**config.mk**
```make
export PLATFORM = sky130hd
export DESIGN_NAME = dcache_array_arbiter
export DESIGN_NICKNAME = d
export VERILOG_FILES = /design/src/rtl/cache_pkg.sv /design/src/rtl/array_bus_mux.sv /design/src/rtl/dcache_array_arbiter.sv
export SDC_FILE = /design/constraint.sdc
export NUM_CORES = 1
export LEC_CHECK = 0
export CORE_AREA = 2 2 285 287
export CTS_BUF_LIST = sky130_fd_sc_hd__clkbuf_2 sky130_fd_sc_hd__clkbuf_4 sky130_fd_sc_hd__clkbuf_8
export DETAILED_ROUTE_END_ITERATION = 10
export DIE_AREA = 0 0 287 289
export PLACE_DENSITY = 0.31
export SLEW_MARGIN = 5
export SYNTH_ARGS = -nofsm -noshare
export SYNTH_HDL_FRONTEND = slang
export SYNTH_SLANG_ARGS = --single-unit
```
**constraint.sdc**
```tcl
create_clock -name clk -period 2.2 [get_ports clk]
set_clock_uncertainty 0.15 [all_clocks]
set_input_delay 0.22 -clock clk [delete_from_list [all_inputs] [get_ports clk]]
set_output_delay 0.22 -clock clk [all_outputs]
set_load 0.05 [all_outputs]
```
**src/rtl/cache_pkg.sv**
```systemverilog
// Shared types for the D-cache array arbiter: ownership states and the bundle
// of tag-array, data-array and memory-port controls that one owner drives.
package cache_pkg;

   typedef enum logic [1:0] {
      IDLE   = 2'd0,
      OWN_RD = 2'd1,
      OWN_WR = 2'd2
   } arb_state_e;

   typedef struct packed {
      logic [5:0]   index;
      logic [21:0]  TA_in;
      logic         TA_write;
      logic         TA_read;
      logic [127:0] DA_in;
      logic [15:0]  DA_write;
      logic         DA_read;
      logic         D_req;
      logic         D_write;
      logic [31:0]  D_addr;
      logic [31:0]  D_in;
      logic [2:0]   D_type;
   } array_bus_t;

   // DA_write byte enables are active-low, so "no write" is all ones.
   localparam array_bus_t ARRAY_BUS_IDLE = '{
      index:    6'd0,
      TA_in:    22'd0,
      TA_write: 1'b0,
      TA_read:  1'b0,
      DA_in:    128'd0,
      DA_write: 16'hffff,
      DA_read:  1'b0,
      D_req:    1'b0,
      D_write:  1'b0,
      D_addr:   32'd0,
      D_in:     32'd0,
      D_type:   3'd0
   };

endpackage

```
**src/rtl/array_bus_mux.sv**
```systemverilog
// 2:1 steering of the array/memory bundle; sel is one-hot {wr, rd}, and any
// other value yields the idle bundle.
module array_bus_mux
   import cache_pkg::*;
(
   input  array_bus_t rd_bus,
   input  array_bus_t wr_bus,
   input  logic [1:0] sel,
   output array_bus_t bus
);

   always_comb begin
      // NOTE: default first so every path assigns bus and no latch is inferred.
      bus = ARRAY_BUS_IDLE;
      case (sel)
         2'b01:   bus = rd_bus;
         2'b10:   bus = wr_bus;
         default: bus = ARRAY_BUS_IDLE;
      endcase
   end

endmodule

```
**src/rtl/dcache_array_arbiter.sv**
```systemverilog
// Grants the shared tag/data arrays and D-side memory port to either the
// D-cache read or write controller for a whole transaction, round-robin on ties.
module dcache_array_arbiter
   import cache_pkg::*;
#(
   parameter bit FIRST_PRIO_WR = 1'b1,
   parameter int MAX_HOLD      = 64
) (
   input  logic         clk,
   input  logic         rst,
   input  logic         rd_req,
   input  logic         wr_req,
   output logic         rd_gnt,
   output logic         wr_gnt,
   input  logic [5:0]   rd_index,
   input  logic [21:0]  rd_TA_in,
   input  logic         rd_TA_write,
   input  logic         rd_TA_read,
   input  logic [127:0] rd_DA_in,
   input  logic [15:0]  rd_DA_write,
   input  logic         rd_DA_read,
   input  logic         rd_D_req,
   input  logic         rd_D_write,
   input  logic [31:0]  rd_D_addr,
   input  logic [31:0]  rd_D_in,
   input  logic [2:0]   rd_D_type,
   input  logic [5:0]   wr_index,
   input  logic [21:0]  wr_TA_in,
   input  logic         wr_TA_write,
   input  logic         wr_TA_read,
   input  logic [127:0] wr_DA_in,
   input  logic [15:0]  wr_DA_write,
   input  logic         wr_DA_read,
   input  logic         wr_D_req,
   input  logic         wr_D_write,
   input  logic [31:0]  wr_D_addr,
   input  logic [31:0]  wr_D_in,
   input  logic [2:0]   wr_D_type,
   output logic [5:0]   index,
   output logic [21:0]  TA_in,
   output logic         TA_write,
   output logic         TA_read,
   output logic [127:0] DA_in,
   output logic [15:0]  DA_write,
   output logic         DA_read,
   output logic         D_req,
   output logic         D_write,
   output logic [31:0]  D_addr,
   output logic [31:0]  D_in,
   output logic [2:0]   D_type,
   input  logic         D_wait,
   output logic         rd_D_wait,
   output logic         wr_D_wait,
   output logic         hold_err
);

   localparam logic [6:0] HOLD_LIMIT = 7'(MAX_HOLD);

   arb_state_e state, state_nxt;
   logic       last_wr;
   logic [6:0] hold_cnt, hold_cnt_nxt;
   logic       other_waiting;
   logic [1:0] sel;
   array_bus_t rd_bus, wr_bus, bus;

   assign rd_bus = '{rd_index, rd_TA_in, rd_TA_write, rd_TA_read, rd_DA_in, rd_DA_write,
                     rd_DA_read, rd_D_req, rd_D_write, rd_D_addr, rd_D_in, rd_D_type};
   assign wr_bus = '{wr_index, wr_TA_in, wr_TA_write, wr_TA_read, wr_DA_in, wr_DA_write,
                     wr_DA_read, wr_D_req, wr_D_write, wr_D_addr, wr_D_in, wr_D_type};

   always_ff @(posedge clk or posedge rst) begin
      if (rst) begin
         state    <= IDLE;
         rd_gnt   <= 1'b0;
         wr_gnt   <= 1'b0;
         last_wr  <= !FIRST_PRIO_WR;
         hold_cnt <= 7'd0;
         hold_err <= 1'b0;
      end else begin
         // NOTE: sequential state uses non-blocking assignments so every register
         // samples the pre-edge values regardless of statement order.
         state    <= state_nxt;
         rd_gnt   <= (state_nxt == OWN_RD);
         wr_gnt   <= (state_nxt == OWN_WR);
         hold_cnt <= hold_cnt_nxt;
         hold_err <= hold_err | (hold_cnt_nxt == HOLD_LIMIT);
         if (state == IDLE && state_nxt != IDLE)
            last_wr <= (state_nxt == OWN_WR);
      end
   end

   assign other_waiting = (state == OWN_RD && wr_req) || (state == OWN_WR && rd_req);

   always_comb begin
      state_nxt    = state;
      hold_cnt_nxt = hold_cnt;
      case (state)
         IDLE: begin
            if (rd_req && wr_req) state_nxt = last_wr ? OWN_RD : OWN_WR;
            else if (rd_req)      state_nxt = OWN_RD;
            else if (wr_req)      state_nxt = OWN_WR;
         end
         OWN_RD:  if (!rd_req) state_nxt = IDLE;
         OWN_WR:  if (!wr_req) state_nxt = IDLE;
         default: state_nxt = IDLE;
      endcase
      // The ownership gap always passes through IDLE, which restarts the count.
      if (state == IDLE)
         hold_cnt_nxt = 7'd0;
      else if (other_waiting && hold_cnt != HOLD_LIMIT)
         hold_cnt_nxt = hold_cnt + 7'd1;
   end

   always_comb begin
      sel       = {wr_gnt, rd_gnt};
      rd_D_wait = rd_gnt ? D_wait : 1'b1;
      wr_D_wait = wr_gnt ? D_wait : 1'b1;
   end

   array_bus_mux u_mux (
      .rd_bus (rd_bus),
      .wr_bus (wr_bus),
      .sel    (sel),
      .bus    (bus)
   );

   assign index    = bus.index;
   assign TA_in    = bus.TA_in;
   assign TA_write = bus.TA_write;
   assign TA_read  = bus.TA_read;
   assign DA_in    = bus.DA_in;
   assign DA_write = bus.DA_write;
   assign DA_read  = bus.DA_read;
   assign D_req    = bus.D_req;
   assign D_write  = bus.D_write;
   assign D_addr   = bus.D_addr;
   assign D_in     = bus.D_in;
   assign D_type   = bus.D_type;

endmodule

```
# After elaboration in Yosys (flattened, before gate mapping)
# Cells that the tools add are included.
[word_totals] register_bits=13 latch_bits=0 mem_bits_rw=0 romBits=0 output_inout_bits=249 elab_cells=36 mem_count=0
[op_classes] addsub=1 mul=0 div=0 n_lt_le_gt_ge=0 n_eq_ne=8 shift=0 mux=12 n_bitwise=1 reduce_logical=8
[ops] cell="$pmux W244 S2" count=1
[ops] cell="$mux W7" count=2
[ops] cell="$mux W2" count=6
[ops] cell="$add A7 B1 Y7 const B" count=1
[ops] cell="$eq A7 B7 Y1 const B" count=1
[ops] cell="$ne A7 B7 Y1 const B" count=1
[ops] cell="$eq A2 B1 Y1 const B" count=3
[ops] cell="$eq A2 B2 Y1 const B" count=3
[ops] cell="$pmux W2 S3" count=1
[ops] cell="$logic_and A1 B1 Y1" count=5
[ops] cell="$logic_not A2 Y1" count=1
[ops] cell="$mux W1" count=2
[ops] cell="$reduce_bool A2 Y1" count=1
[ops] cell="$logic_or A1 B1 Y1" count=1
[ops] cell="$or A1 B1 Y1" count=1

# Logic depth before layout (Yosys ltp)
[depth] word_depth=8 depth_mapped=7 depth_no_buf=7

# Cells and area by module
# Synthesis repeated with hierarchy kept, for this count alone.
[unflattened] hier_cells=633 area_unflattened_um2=4211.5
[modules_own_cells] mod="array_bus_mux" n_inst=1 cells_each=557 area_per_inst_um2=3410.8
[modules_own_cells] mod="dcache_array_arbiter" n_inst=1 cells_each=76 area_per_inst_um2=800.8

# Worst setup path after synthesis
# OpenSTA, ideal clock, no wires.
[synth_path] kind="register to output" from="reg wr_gnt" to="out DA_in[21]" arrival_time_ns=2.435 required_time_ns=1.830 setup_slack_ns=-0.605 stages_incl_launch_ff=7 path_buffers=3 path_cell_list="dfrtp_1 > ha_1 > clkbuf_1 > clkbuf_1 > clkbuf_1 > a22oi_1 > nor2_1"
[synth_between] elab_chain_len=2 elab_cells_between_ends=3 classes_between="eq/ne (2); mux (1)"
[synth_rtl] element="from (decl)" line_no="dcache_array_arbiter.sv:14" text="output logic wr_gnt,"
[synth_rtl] element="from (signal assigned)" line_no="dcache_array_arbiter.sv:84" text="wr_gnt <= (state_nxt == OWN_WR);"
[synth_rtl] element="$eq A2 B2 Y1 or $eq A2 B1 Y1 (tied branches)" line_no="array_bus_mux.sv:15" text="case (sel)"
[synth_rtl] element="$pmux W244 S2 *" line_no="array_bus_mux.sv:15"
[synth_rtl] element="to (decl)" line_no="dcache_array_arbiter.sv:43" text="output logic [127:0] DA_in,"
# Every way passes the cells marked *; elsewhere a longest branch is shown, timed or not.

# Worst setup path in the final report
[layout_path] from="reg rd_gnt" to="out DA_write[0]"
[layout_between] elab_chain_len=2 elab_cells_between_ends=3 classes_between="eq/ne (2); mux (1)"
[layout_rtl] element="from (decl)" line_no="dcache_array_arbiter.sv:13" text="output logic rd_gnt,"
[layout_rtl] element="from (signal assigned)" line_no="dcache_array_arbiter.sv:83" text="rd_gnt <= (state_nxt == OWN_RD);"
[layout_rtl] element="$eq A2 B2 Y1 or $eq A2 B1 Y1 (tied branches)" line_no="array_bus_mux.sv:15"
[layout_rtl] element="$pmux W244 S2 *" line_no="array_bus_mux.sv:15"
[layout_rtl] element="to (decl)" line_no="dcache_array_arbiter.sv:44" text="output logic [15:0] DA_write,"
# Marks and branches as above.

==> results.ini <==
[drt]
vias=8344
drtPass1Iterations=6
ant_nets=0
drc_errors=0
wire_per_inst_um=19.9
postRouteWirelength_um=48900
routed_via_density=3.39
drtIter0Drc=317

[die]
dieArea_mm2=0.0829
core_mm2=0.0799
die_w_um=287
die_height_um=289
top_level_ports=742
rows=104
initial_core_util_pct=4.79

[global_routing]
grt_antenna_before_repair=5
grt_use_total_pct=10.4
grt_pass1_wl_um=62800
gr-total-overflow=0
grt_pass1_vias=8709
grt_max_degree=44

[power_and_ir_drop]
leakage_nw=5.62
peakVddDrop_v=0.000473
seqPwrFrac_pct=2.6
switchingPower_w=0.00696
clockPowerShare_pct=1.9
comb_power_share_pct=95.5
switching_share_pct=55.8
power_density_mw_per_mm2=787
internal-power_w=0.00552

[sta]
timing.final.crit_period_ns=2.25
worstMarginPinSlew_ns=0.573
layout_setup_ws_ns=-0.0545
fmax_mhz=444
rsz0062_at_grt=true
slew_headroom_pct=61.8
hold_violations=0
min_period_over_period_pct=102
drv_slew=0
setup_viol=14

[worst_setup_path]
cpPeakStageDelay_ns=0.40
crit_buf_inv=5
cp.arrival_ns=1.88
path_cells=inv_2 > ha_4 > buf_12 > buf_12 > buf_8 > a221o_2 > buf_12
end_kind=output port
critPathMostFrequentCell=buf_12
critPathKind=flip-flop to output port
critPathTopFamily=buffers and inverters
startpoint_type=flip-flop
crit_fanout=6
cp.required_ns=1.83
slowest_stage=dfrtp_2

[synth]
syn_area_mm2=0.00383
yosysTopAreaCellShare_pct=44.7
synth_fp_nets=1126
synthCells=629
synth_top_area_cell=a22oi_1
avgSynthCellArea_um2=6.08
synth.distinct_cells=34
ys_top_cells_by_area=a22oi_1 45%, nor2_1 23%, dfrtp_1 8.5%, clkbuf_1 4.3%, a221o_1 4.2%
synthFlopType=dfrtp_1
ys_ff_latch=13
async_reset_ff_share_pct=100
ys_seq_area_share_pct=8.50
ys_warn_count=0
synth_edf_count=0

[cts]
clk_latency_ns=0.25
cts_buffers=3
cts_buffer_depth=2
cts_sinks=13
root_buffer=clkbuf_8
clk_pin_slew_worst_paths_ns=0.06
cts_tree=done
htree_levels=1
cts.hold.buffers_added=0

[layout]
regArea_um2=328
finalNonFillerCells=2463
fillers=8877
drive_above_1_share_pct=42.2
design_area_mm2=0.0159
fin_nets=1900
area.growth.synth_to_final_pct=314
multi_input_area_mm2=0.00444
final_util_pct=19.8
layout_commonest_cell=clkdlybuf4s50_1
final_cell_mix=494 x clkdlybuf4s50_1, 170 x a22oi_1, 129 x buf_6, 118 x nor2_4, 113 x buf_4

[placement]
dp_worst_setup_slack_ns=-0.0187
dp_cells=2413
numPortBuffers=741
dpl-instance-area_mm2=0.0141
dpl.hpwl_um=37400
place_congestion=0.791

[worst_hold_path]
min_path_type=input pin to async pin

[status]
outcome=finished, violations left
violations=negative setup slack

[flow_run]
drv_cap=0

## registers in the layout (all words and copies together), names as in the netlist
register,cells
last_wr,1
hold_err,1
rd_gnt,1
state,2
wr_gnt,1
hold_cnt,7
## cells in the mapped netlist, drive strengths merged, types with 3 or more instances
cell type,instances
nand2,5
ha,4
buf,37
xor2,3
clkbuf,44
a21oi,5
nor2,234
nand3,4
o21ai,4
a221o,16
a22oi,228
dfrtp,13
nand2b,3
inv,8
## through the flow
stage	power, W	TNS (ns)	hold WS [ns]
3_5_place_dp	0.0106	-0.0187	0.381
5_1_grt	0.0131	-10.55	0.234
3_3_place_gp	0.0106	-0.0433	0.363
4_1_cts	0.0122	-8.02	0.205
6_report	0.0125	-0.370	0.186
2_1_floorplan	0.00616	-34.46	-0.0532
## power groups by stage
stage	Clock [W]	Combinational (W)	Sequential (W)
floorplan	0	0.00580	0.000351
global placement	0	0.0103	0.000331
detailed placement	0	0.0103	0.000332
CTS	0.000240	0.0116	0.000328
global route	0.000254	0.0125	0.000337
finish	0.000232	0.0119	0.000329
## kinds of logic (layout without fill, tap and decap cells)
family	after synthesis	after routing	share of synthesized area [%]
flip-flops	13	13	8.50
adder cells (fa/ha/maj)	4	4	1.31
other	0	1	0
XOR/XNOR	4	4	0.916
AO/OA/AOI/OAI	262	262	52.5
AND/OR/NAND/NOR	255	255	26.7
buffers and inverters	89	862	9.39
multiplexers	2	2	0.654
## area by class of cell
cell class	instances	area share, %
Clock buffer	4	0.308
Tap cell	1060	8.36
Sequential cell	13	2.07
Inverter	8	0.189
Timing Repair Buffer	850	61.1
Multi-Input combinational cell	527	28.0
Antenna cell	1	0.0158
## metal layers
layer  track usage (%)  routed length [µm]  up-vias
li1                  -                   -     3923
met1              12.0               18800     3961
met2              19.6               25500      443
met3              2.68                4070       17
met4              1.43                 525        0
met5                 0                   0        -
## worst paths after layout
| path | end | slack (ns) | cells past startpoint | start |
|---|---|---|---|---|
| setup / recovery | DA_write[0] | -0.05 | 7 | rd_gnt$_DFF_PP0_ |
| hold / removal | hold_cnt[3]$_DFF_PP0_ | 0.19 | 2 | rst |
| setup reg to reg | hold_err$_DFF_PP0_ | 0.28 | 6 | hold_cnt[1]$_DFF_PP0_ |
| hold reg to reg | hold_err$_DFF_PP0_ | 0.38 | 2 | hold_err$_DFF_PP0_ |
| max in group asynchronous | rd_gnt$_DFF_PP0_ | 1.29 | 2 | rst |
| min in group clk | hold_err$_DFF_PP0_ | 0.38 | 2 | hold_err$_DFF_PP0_ |
## repair_timing
item | in CTS | in global routing
endpoints found under the hold margin | 0 | 0
resized for setup | 128 | 119
cloned | 12 | 6
pin swaps | 11 | 10
setup endpoints to repair | 213 | 224
setup buffers | 25 | 5
(Power assumes the default switching activity.)
